`src/rtl/vga_cursor_ctrl_if.sv`:
```
// Host command bus for the text-mode cursor controller.
//
// Handshake: the host drives i_cmd_valid together with i_cmd/i_cmd_col/i_cmd_row
// and holds all of them stable until it samples o_cmd_ready=1 on a rising edge.
// A command is consumed on exactly the edge where i_cmd_valid & o_cmd_ready.
// The controller never consumes anything while o_cmd_ready=0.
interface vga_cursor_ctrl_if #(
    parameter int COL_W = 7,
    parameter int ROW_W = 5
);
    logic             i_cmd_valid;
    logic [2:0]       i_cmd;
    logic [COL_W-1:0] i_cmd_col;
    logic [ROW_W-1:0] i_cmd_row;
    logic             o_cmd_ready;

    modport master (
        output i_cmd_valid, i_cmd, i_cmd_col, i_cmd_row,
        input  o_cmd_ready
    );

    modport slave (
        input  i_cmd_valid, i_cmd, i_cmd_col, i_cmd_row,
        output o_cmd_ready
    );
endinterface

```
`src/rtl/vga_cursor_ctrl.sv`:
```
// Text-mode cursor position owner for the 80x25 VGA text controller.
// Keeps row/column, publishes the registered linear cursor address,
// requests a one-line scroll when the cursor leaves the bottom row,
// produces the blink phase and the final cursor-visible gate.
module vga_cursor_ctrl #(
    parameter int COLS         = 80,
    parameter int ROWS         = 25,
    parameter int COL_W        = 7,
    parameter int ROW_W        = 5,
    parameter int ADDR_W       = 11,
    parameter int BLINK_FRAMES = 16
) (
    input  logic               i_clk,
    input  logic               i_rst,
    vga_cursor_ctrl_if.slave   cmd_bus,
    output logic               o_scroll_req,
    input  logic               i_scroll_ack,
    input  logic               i_frame_start,
    input  logic               i_cursor_en,
    input  logic               i_cmp_ok_h,
    output logic [COL_W-1:0]   o_cur_col,
    output logic [ROW_W-1:0]   o_cur_row,
    output logic [ADDR_W-1:0]  o_cur_pos_addr,
    output logic               o_blink_phase,
    output logic               o_cur_visible,
    output logic               o_dbg_state     // 1 = waiting for scroll ack
);

    localparam logic [2:0] CMD_NOP   = 3'd0;
    localparam logic [2:0] CMD_SET   = 3'd1;
    localparam logic [2:0] CMD_RIGHT = 3'd2;
    localparam logic [2:0] CMD_LEFT  = 3'd3;
    localparam logic [2:0] CMD_UP    = 3'd4;
    localparam logic [2:0] CMD_DOWN  = 3'd5;
    localparam logic [2:0] CMD_CR    = 3'd6;
    localparam logic [2:0] CMD_LF    = 3'd7;

    localparam int CNT_W = (BLINK_FRAMES > 1) ? $clog2(BLINK_FRAMES) : 1;

    localparam logic [COL_W-1:0]  COL_LAST = COL_W'(COLS - 1);
    localparam logic [ROW_W-1:0]  ROW_LAST = ROW_W'(ROWS - 1);
    localparam logic [CNT_W-1:0]  CNT_LAST = CNT_W'(BLINK_FRAMES - 1);
    localparam logic [ADDR_W-1:0] COLS_A   = ADDR_W'(COLS);

    typedef enum logic {
        IDLE        = 1'b0,
        SCROLL_WAIT = 1'b1
    } state_t;

    state_t             state_q, state_d;
    logic [COL_W-1:0]   col_q, col_d;
    logic [ROW_W-1:0]   row_q, row_d;
    logic [ADDR_W-1:0]  addr_q;
    logic [CNT_W-1:0]   blink_cnt_q;
    logic               phase_q;
    logic               cmd_fire;
    logic               blink_restart;

    assign cmd_fire      = cmd_bus.i_cmd_valid && (state_q == IDLE);
    assign blink_restart = cmd_fire && (cmd_bus.i_cmd != CMD_NOP);

    // Next-state and next-position decode for the command FSM
    always_comb begin
        state_d = state_q;
        col_d   = col_q;
        row_d   = row_q;
        case (state_q)
            IDLE: begin
                if (cmd_bus.i_cmd_valid) begin
                    case (cmd_bus.i_cmd)
                        CMD_SET: begin
                            col_d = (cmd_bus.i_cmd_col > COL_LAST) ? COL_LAST : cmd_bus.i_cmd_col;
                            row_d = (cmd_bus.i_cmd_row > ROW_LAST) ? ROW_LAST : cmd_bus.i_cmd_row;
                        end
                        CMD_RIGHT: begin
                            if (col_q < COL_LAST) begin
                                col_d = col_q + 1'b1;
                            end else begin
                                // Wrap behaves like CR+LF, including the scroll at the bottom row
                                col_d = '0;
                                if (row_q < ROW_LAST) row_d = row_q + 1'b1;
                                else                  state_d = SCROLL_WAIT;
                            end
                        end
                        CMD_LEFT: begin
                            if (col_q != '0) begin
                                col_d = col_q - 1'b1;
                            end else if (row_q != '0) begin
                                col_d = COL_LAST;
                                row_d = row_q - 1'b1;
                            end
                        end
                        CMD_UP: begin
                            if (row_q != '0) row_d = row_q - 1'b1;
                        end
                        CMD_DOWN: begin
                            if (row_q < ROW_LAST) row_d = row_q + 1'b1;
                        end
                        CMD_CR: begin
                            col_d = '0;
                        end
                        CMD_LF: begin
                            if (row_q < ROW_LAST) row_d = row_q + 1'b1;
                            else                  state_d = SCROLL_WAIT;
                        end
                        default: ;
                    endcase
                end
            end
            SCROLL_WAIT: begin
                if (i_scroll_ack) state_d = IDLE;
            end
            default: state_d = IDLE;
        endcase
    end

    // FSM state and cursor position registers
    always_ff @(posedge i_clk or posedge i_rst) begin
        if (i_rst) begin
            state_q <= IDLE;
            col_q   <= '0;
            row_q   <= '0;
        end else begin
            state_q <= state_d;
            col_q   <= col_d;
            row_q   <= row_d;
        end
    end

    // Linear address follows the position one edge later; row*COLS fits ADDR_W
    always_ff @(posedge i_clk or posedge i_rst) begin
        if (i_rst) addr_q <= '0;
        else       addr_q <= ADDR_W'(row_q) * COLS_A + ADDR_W'(col_q);
    end

    // Blink counter: frames advance it, accepted non-NOP commands restart it solid
    always_ff @(posedge i_clk or posedge i_rst) begin
        if (i_rst) begin
            blink_cnt_q <= '0;
            phase_q     <= 1'b1;
        end else if (blink_restart) begin
            blink_cnt_q <= '0;
            phase_q     <= 1'b1;
        end else if (i_frame_start) begin
            if (blink_cnt_q == CNT_LAST) begin
                blink_cnt_q <= '0;
                phase_q     <= ~phase_q;
            end else begin
                blink_cnt_q <= blink_cnt_q + 1'b1;
            end
        end
    end

    assign cmd_bus.o_cmd_ready = (state_q == IDLE);
    assign o_scroll_req        = (state_q == SCROLL_WAIT);
    assign o_dbg_state         = (state_q == SCROLL_WAIT);
    assign o_cur_col           = col_q;
    assign o_cur_row           = row_q;
    assign o_cur_pos_addr      = addr_q;
    assign o_blink_phase       = phase_q;
    assign o_cur_visible       = i_cursor_en & phase_q & i_cmp_ok_h;

endmodule
```
`src/flat_wrapper.sv`:
```
// flat-port wrapper written by rule: the top's interface ports become plain ports
module vga_cursor_ctrl_flat 
#(
    parameter int COLS         = 80,
    parameter int ROWS         = 25,
    parameter int COL_W        = 7,
    parameter int ROW_W        = 5,
    parameter int ADDR_W       = 11,
    parameter int BLINK_FRAMES = 16
)
  (i_clk, i_rst, o_scroll_req, i_scroll_ack, i_frame_start, i_cursor_en, i_cmp_ok_h, o_cur_col, o_cur_row, o_cur_pos_addr, o_blink_phase, o_cur_visible, o_dbg_state, cmd_bus_i_cmd_valid, cmd_bus_i_cmd, cmd_bus_i_cmd_col, cmd_bus_i_cmd_row, cmd_bus_o_cmd_ready);
  vga_cursor_ctrl_if #(.COL_W(COL_W), .ROW_W(ROW_W)) cmd_bus_i ();
  input  logic i_clk;
  input  logic i_rst;
  output logic o_scroll_req;
  input  logic i_scroll_ack;
  input  logic i_frame_start;
  input  logic i_cursor_en;
  input  logic i_cmp_ok_h;
  output logic [COL_W-1:0] o_cur_col;
  output logic [ROW_W-1:0] o_cur_row;
  output logic [ADDR_W-1:0] o_cur_pos_addr;
  output logic o_blink_phase;
  output logic o_cur_visible;
  output logic o_dbg_state;
  input wire logic [$bits(cmd_bus_i.i_cmd_valid)-1:0] cmd_bus_i_cmd_valid;
  input wire logic [$bits(cmd_bus_i.i_cmd)-1:0] cmd_bus_i_cmd;
  input wire logic [$bits(cmd_bus_i.i_cmd_col)-1:0] cmd_bus_i_cmd_col;
  input wire logic [$bits(cmd_bus_i.i_cmd_row)-1:0] cmd_bus_i_cmd_row;
  output wire logic [$bits(cmd_bus_i.o_cmd_ready)-1:0] cmd_bus_o_cmd_ready;
  assign cmd_bus_i.i_cmd_valid = cmd_bus_i_cmd_valid;
  assign cmd_bus_i.i_cmd = cmd_bus_i_cmd;
  assign cmd_bus_i.i_cmd_col = cmd_bus_i_cmd_col;
  assign cmd_bus_i.i_cmd_row = cmd_bus_i_cmd_row;
  assign cmd_bus_o_cmd_ready = cmd_bus_i.o_cmd_ready;
  vga_cursor_ctrl #(.COLS(COLS), .ROWS(ROWS), .COL_W(COL_W), .ROW_W(ROW_W), .ADDR_W(ADDR_W), .BLINK_FRAMES(BLINK_FRAMES)) u_core (.i_clk(i_clk), .i_rst(i_rst), .cmd_bus(cmd_bus_i), .o_scroll_req(o_scroll_req), .i_scroll_ack(i_scroll_ack), .i_frame_start(i_frame_start), .i_cursor_en(i_cursor_en), .i_cmp_ok_h(i_cmp_ok_h), .o_cur_col(o_cur_col), .o_cur_row(o_cur_row), .o_cur_pos_addr(o_cur_pos_addr), .o_blink_phase(o_blink_phase), .o_cur_visible(o_cur_visible), .o_dbg_state(o_dbg_state));
endmodule
```
`config.mk`:
```
export PLATFORM = sky130hd
export DESIGN_NAME = vga_cursor_ctrl_flat
export DESIGN_NICKNAME = d
export VERILOG_FILES = /design/src/rtl/vga_cursor_ctrl_if.sv /design/src/rtl/vga_cursor_ctrl.sv /design/src/flat_wrapper.sv
export SDC_FILE = /design/constraint.sdc
export NUM_CORES = 1
export LEC_CHECK = 0
export BUFFER_PORTS_ARGS = -buffer_cell sky130_fd_sc_hd__buf_2
export CORE_ASPECT_RATIO = 0.8
export CORE_MARGIN = 3
export CORE_UTILIZATION = 35
export CTS_CLUSTER_DIAMETER = 200
export DETAILED_ROUTE_END_ITERATION = 10
export SETUP_SLACK_MARGIN = 0.2
export SLEW_MARGIN = 40
export SYNTH_ARGS = -nofsm -noshare
export SYNTH_HDL_FRONTEND = slang
export SYNTH_SLANG_ARGS = --single-unit
```
`constraint.sdc`:
```
create_clock -name i_clk -period 2.11 [get_ports i_clk]
set_input_delay 0.422 -clock i_clk [delete_from_list [all_inputs] [get_ports i_clk]]
set_output_delay 0.422 -clock i_clk [all_outputs]
set_load 0.005 [all_outputs]
```
==> reports/metrics.cfg, run 1 <==
[clocking]
cts_sinks = 29
cts_tree = yes
numCtsBuffers = 5
cts.htree.levels = 2
cts.clk_slew.worst_paths_ns = 0.07
cts_buffer_depth = 2
clkLatencyLatePin_ns = 0.28
root_buffer = clkbuf_8

[yosys]
synth_area_leader_cell = dfrtp_1
netlist_area_um2 = 2240
synth-edff-count = 0
ys_types = 69
synth_ff_type = dfrtp_1
syn_inst = 250
syn-num-nets = 288
ys_ff_latch = 29
synth_top_area_share_pct = 31.3
async_flop_share_pct = 100
synth_seq_area_share_pct = 32.5
yosysWarnings = 0
avgSynthCellArea_um2 = 8.94
netlist_top_cells_area = dfrtp_1 31%, ha_1 7.8%, a21oi_1 4.0%, o21ai_0 3.4%, xnor2_1 3.1%

[outcome]
status = finished clean

[final_layout]
post-route-util_pct = 52.7
area_growth_pct = 42.3
layout_common_cells = 49 x buf_2, 41 x buf_4, 25 x dfrtp_1, 16 x nand2_1, 15 x a21oi_1
nets = 377
drive_above_1_share_pct = 45.0
final_common_cell = buf_2
stdcell_area_um2 = 3180
n_antenna_cell = 0

[floorplanning]
core.rowCount = 25
fp.dieW_um = 95.4
core_area_um2 = 6040
die_h_um = 77.5
ioPinCount = 50
die_area_um2 = 7390
initial_utilization_pct = 37.0

[sta]
fmax_ghz = 0.482
layout_min_cycle_time_ns = 2.07
fin_crit_sh_pct = 98.3
slew_violations = 0
finalHoldViolCount = 0
hold_slack_ns = 0.217
fin_skew_ns = 0.0138
slew_headroom_pct = 74.4
setup_violations = 0
rsz0062_at_grt = true
fin_tns_setup_ns = 0
layout_setup_ws_ns = 0.0366
worst_pin_slew_ns = 0.380

[min_path]
min_path_type = in2async

[placed_design]
dp_slack_ns = -0.0430
io_buffers = 49
hpwl_mm = 4.86
dpl-instance-area_um2 = 2860
gp_congestion = 0.880

[power_and_ir_drop]
p_leak_nw = 1.45
vdd.ir_drop.worst_uv = 540
power-per-cell-area_nw_per_um2 = 1180

[global_route]
overflow = 0
grt_pass1_wl_mm = 10.3
grt_max_degree = 30
grt_pass1_vias = 2072
grt_usage_pct = 17.8
antenna_found_initial = 0

[drt]
dr.pass1.iters = 5
drt_first_iter_violations = 169
drt-total-wl_mm = 6.45
drt-wirelength-per-cell_um = 15.3
drcViolationCount = 0
antenna_left = 0
dr_total_vias = 2252
vias_per_cell = 5.35

[setup_path]
cp.required_ns = 2.27
end_kind = flop
crit_fanout = 2
cp.arrival_ns = 2.24
start_kind = flop
worstSetupPathType = reg2reg

[flow_run]
cap_violations = 0

## through the flow
stage | total power, mW | instances
5_1_grt | 4.07 | 421
4_1_cts | 3.62 | 418
3_5_place_dp | 2.96 | 405
6_report | 3.75 | 421
3_3_place_gp | 2.94 | 405
2_1_floorplan | 2.25 | 250
## cell families (layout without fill, tap and decap cells)
group / count (synthesis) / after routing / synth area share, %
and+or+nand+nor: 80 / 80 / 20.3
AOI/OAI and AO/OA: 75 / 75 / 22.7
DFF: 29 / 29 / 32.5
buffers and inverters: 28 / 118 / 5.48
adders and majority gates: 16 / 16 / 9.63
xor gates and xnor gates: 14 / 14 / 5.48
muxes: 8 / 8 / 3.86
## layout make-up
cell class	count	area (um^2)
fillers	553	2860
well taps	81	101
clock buffers	8	90.1
inverters	13	48.8
repair buffers	97	641
multi-input cells	193	1570
flip-flops and latches	29	731
## routing by layer
layer | track usage, % | vias up | share of wire, %
met1 | 25.2 | 1072 | 47
met4 | 6.48 | 0 | 1.4
met2 | 27.1 | 72 | 47
li1 | - | 1098 | -
met5 | 0 | - | 0
met3 | 2.81 | 10 | 5.3
## sequential cells by signal (all words and copies together), names as in the netlist
name                   flops
u_core.o_cur_col           7
u_core.o_cur_pos_addr     11
u_core.blink_cnt_q         4
u_core.o_dbg_state         1
u_core.o_blink_phase       1
u_core.o_cur_row           5
## final timing paths
check                                    startpoint                        to  slack (ns)  cells after the start
worst max register to register  u_core.o_cur_col[5]       u_core.o_cur_row[0]        0.04                      5
worst min register to register  u_core.o_cur_col[2]  u_core.o_cur_pos_addr[2]        0.48                      0
worst max-delay path            u_core.o_cur_col[5]       u_core.o_cur_row[0]        0.04                      5
max in group asynchronous                     i_rst      u_core.o_blink_phase        1.57                      3
min in group i_clk                     i_scroll_ack        u_core.o_dbg_state        0.32                      2
worst min-delay path                          i_rst       u_core.o_cur_col[5]        0.22                      3
## critical path, cell delays in order, from the launching register on
cell and delay, ns:
dfrtp_1 0.41, nor4_4 0.38, a31oi_2 0.17, or4_4 0.54, nor2_4 0.15, mux2_4 0.30
## cell usage after synthesis (all sizes together), types with 6 or more instances
| cell type | instances |
|---|---|
| a21o | 6 |
| a21oi | 19 |
| a31oi | 7 |
| buf | 7 |
| clkbuf | 8 |
| dfrtp | 28 |
| ha | 14 |
| inv | 13 |
| nand2 | 17 |
| nand3 | 10 |
| nor2 | 15 |
| o21ai | 15 |
| xnor2 | 8 |
| xor2 | 6 |
## where the power goes
group	internal (mW)	switching [mW]	leakage (nW)	total, mW
combinational	1.22	1.15	1.06	2.36
clock	0.266	0.210	0.0455	0.476
sequential	0.759	0.147	0.346	0.907
## repair_timing
action / 4_1_cts / 5_1_grt
gates cloned: 0 / 0
setup buffers: 5 / 3
hold buffers: 0 / 0
gates resized for setup: 13 / 24
setup endpoints to repair: 12 / 13
pin swaps: 9 / 9
Power figures use the tool's default switching activity.
==> run 2: changes to the inputs <==
PLACE_DENSITY = 0.65   (was default)
==> run 2 against run 1 <==
Clock skew decreased by 0.0047 ns. Via count rose by 1.3%. Hold slack lost 0.025 ns. Critical path type unchanged. Largest power group unchanged. Highest routed layer unchanged.
==> reports/metrics.cfg, run 2 (synthesized netlist as in run 1, its figures left out) <==
[outcome]
status = finished clean

[global_route]
grt_pass1_vias = 2039
grt_pass1_wl_mm = 10.3
grt_usage_pct = 17.5
antenna_found_initial = 0
grt_max_degree = 30
overflow = 0

[sta]
fmax_ghz = 0.494
fin_skew_ns = 0.00905
worst_pin_slew_ns = 0.523
slew_violations = 0
setup_violations = 0
layout_min_cycle_time_ns = 2.02
slew_headroom_pct = 64.8
finalHoldViolCount = 0
fin_crit_sh_pct = 95.9
rsz0062_at_grt = true

[final_layout]
area_growth_pct = 40.7
nFillCells = 565
final_cells = 423
largest_reg_flops = 11
final_common_cell = buf_2
seqCellArea_um2 = 733
n_antenna_cell = 0
multi_input_area_um2 = 1530
nets = 379
drive_above_1_share_pct = 44.7
layout_common_cells = 49 x buf_2, 46 x buf_4, 23 x dfrtp_1, 16 x nand2_1, 16 x a21oi_1

[power_and_ir_drop]
switching_share_pct = 40.5
clkPwrFrac_pct = 12.3
comb_power_share_pct = 63.7
p_total_mw = 3.81
p_int_mw = 2.27
p_leak_nw = 1.43
power-per-cell-area_nw_per_um2 = 1210
pwr-share-seq_pct = 24.0
vdd.ir_drop.worst_uv = 484
switching_power_mw = 1.54

[placed_design]
io_buffers = 49
gp_congestion = 0.868
dp.cells = 402
hpwl_mm = 4.73

[setup_path]
cp.arrival_ns = 2.20
cp.required_ns = 2.29
end_kind = flop
worstSetupPathType = reg2reg
start_kind = flop
crit_fanout = 4

[drt]
dr_total_vias = 2282
dr.pass1.iters = 5
antenna_left = 0
drt_first_iter_violations = 190
drt-total-wl_mm = 6.39
drt-wirelength-per-cell_um = 15.1
drcViolationCount = 0
vias_per_cell = 5.39

[clocking]
cts_tree = yes
root_buffer = clkbuf_8
clkLatencyLatePin_ns = 0.29
cts.clk_slew.worst_paths_ns = 0.07
numCtsBuffers = 5
cts.htree.levels = 2
cts_sinks = 29
cts_buffer_depth = 2

[floorplanning]
core.rowCount = 25
fp.dieW_um = 95.4
initial_utilization_pct = 37.0
ioPinCount = 50
die_area_um2 = 7390
die_h_um = 77.5
core_area_um2 = 6040

[min_path]
min_path_type = in2async

[flow_run]
cap_violations = 0

==> run 2: stage by stage <==
stage / setup TNS (ns) / setup WS (ns) / util, % / cell area (um^2) / hold slack (ns)
2_1_floorplan: -0.00546 / -0.00546 / - / 2320 / 0.391
3_3_place_gp: 0 / 0.0144 / 47.0 / 2840 / 0.507
3_5_place_dp: -0.0581 / -0.0419 / 47.0 / 2840 / 0.503
4_1_cts: 0 / 0.102 / 50.2 / 3030 / 0.204
5_1_grt: 0 / 0.0268 / 52.1 / 3150 / 0.229
6_report: 0 / 0.0872 / 52.1 / 3150 / 0.192
==> run 2: final cells by class <==
| cell class | count | share of cell area [%] |
|---|---|---|
| Clock buffer | 5 | 2.19 |
| Tap cell | 81 | 3.22 |
| Clock inverter | 3 | 0.716 |
| Inverter | 13 | 1.55 |
| Sequential cell | 29 | 23.3 |
| Timing Repair Buffer | 99 | 20.5 |
| Multi-Input combinational cell | 193 | 48.5 |
==> run 2: per-layer routing <==
| layer | vias up | GRT usage [%] | wire (um) |
|---|---|---|---|
| li1 | 1098 | - | - |
| met1 | 1072 | 26.7 | 2980 |
| met2 | 101 | 25.7 | 2880 |
| met3 | 11 | 2.71 | 442 |
| met4 | 0 | 4.18 | 88 |
| met5 | - | 0 | 0 |
==> run 2: worst paths after layout <==
check                           slack, ns                start                       end  depth (start not counted)
worst min register to register       0.51  u_core.o_cur_col[2]  u_core.o_cur_pos_addr[2]                          0
min in group i_clk                   0.34         i_scroll_ack        u_core.o_dbg_state                          2
worst max-delay path                 0.09  u_core.o_cur_col[3]       u_core.o_cur_row[0]                          5
worst max register to register       0.09  u_core.o_cur_col[3]       u_core.o_cur_row[0]                          5
worst min-delay path                 0.19                i_rst  u_core.o_cur_pos_addr[6]                          3
max in group asynchronous            1.61                i_rst      u_core.o_blink_phase                          3
==> run 2: worst max-delay path, stage by stage, from the launching register on <==
cell	delay (ns)
dfrtp_2	0.44
nor4_4	0.34
a31oi_2	0.16
or4_4	0.53
nor2_4	0.14
mux2_4	0.30
==> run 2: power groups by stage <==
stage | clock [mW] | combinational [mW] | sequential, mW
floorplan | 0 | 1.32 | 0.926
global placement | 0 | 2.00 | 0.907
detailed placement | 0 | 2.03 | 0.912
CTS | 0.479 | 2.20 | 0.900
global route | 0.512 | 2.68 | 0.935
finish | 0.469 | 2.42 | 0.914
==> run 2: timing repair <==
action / 4_1_cts / 5_1_grt
setup endpoints to repair: 10 / 12
hold buffers: 0 / 0
resized for setup: 12 / 15
buffers inserted: 7 / 6
pin swaps: 9 / 6
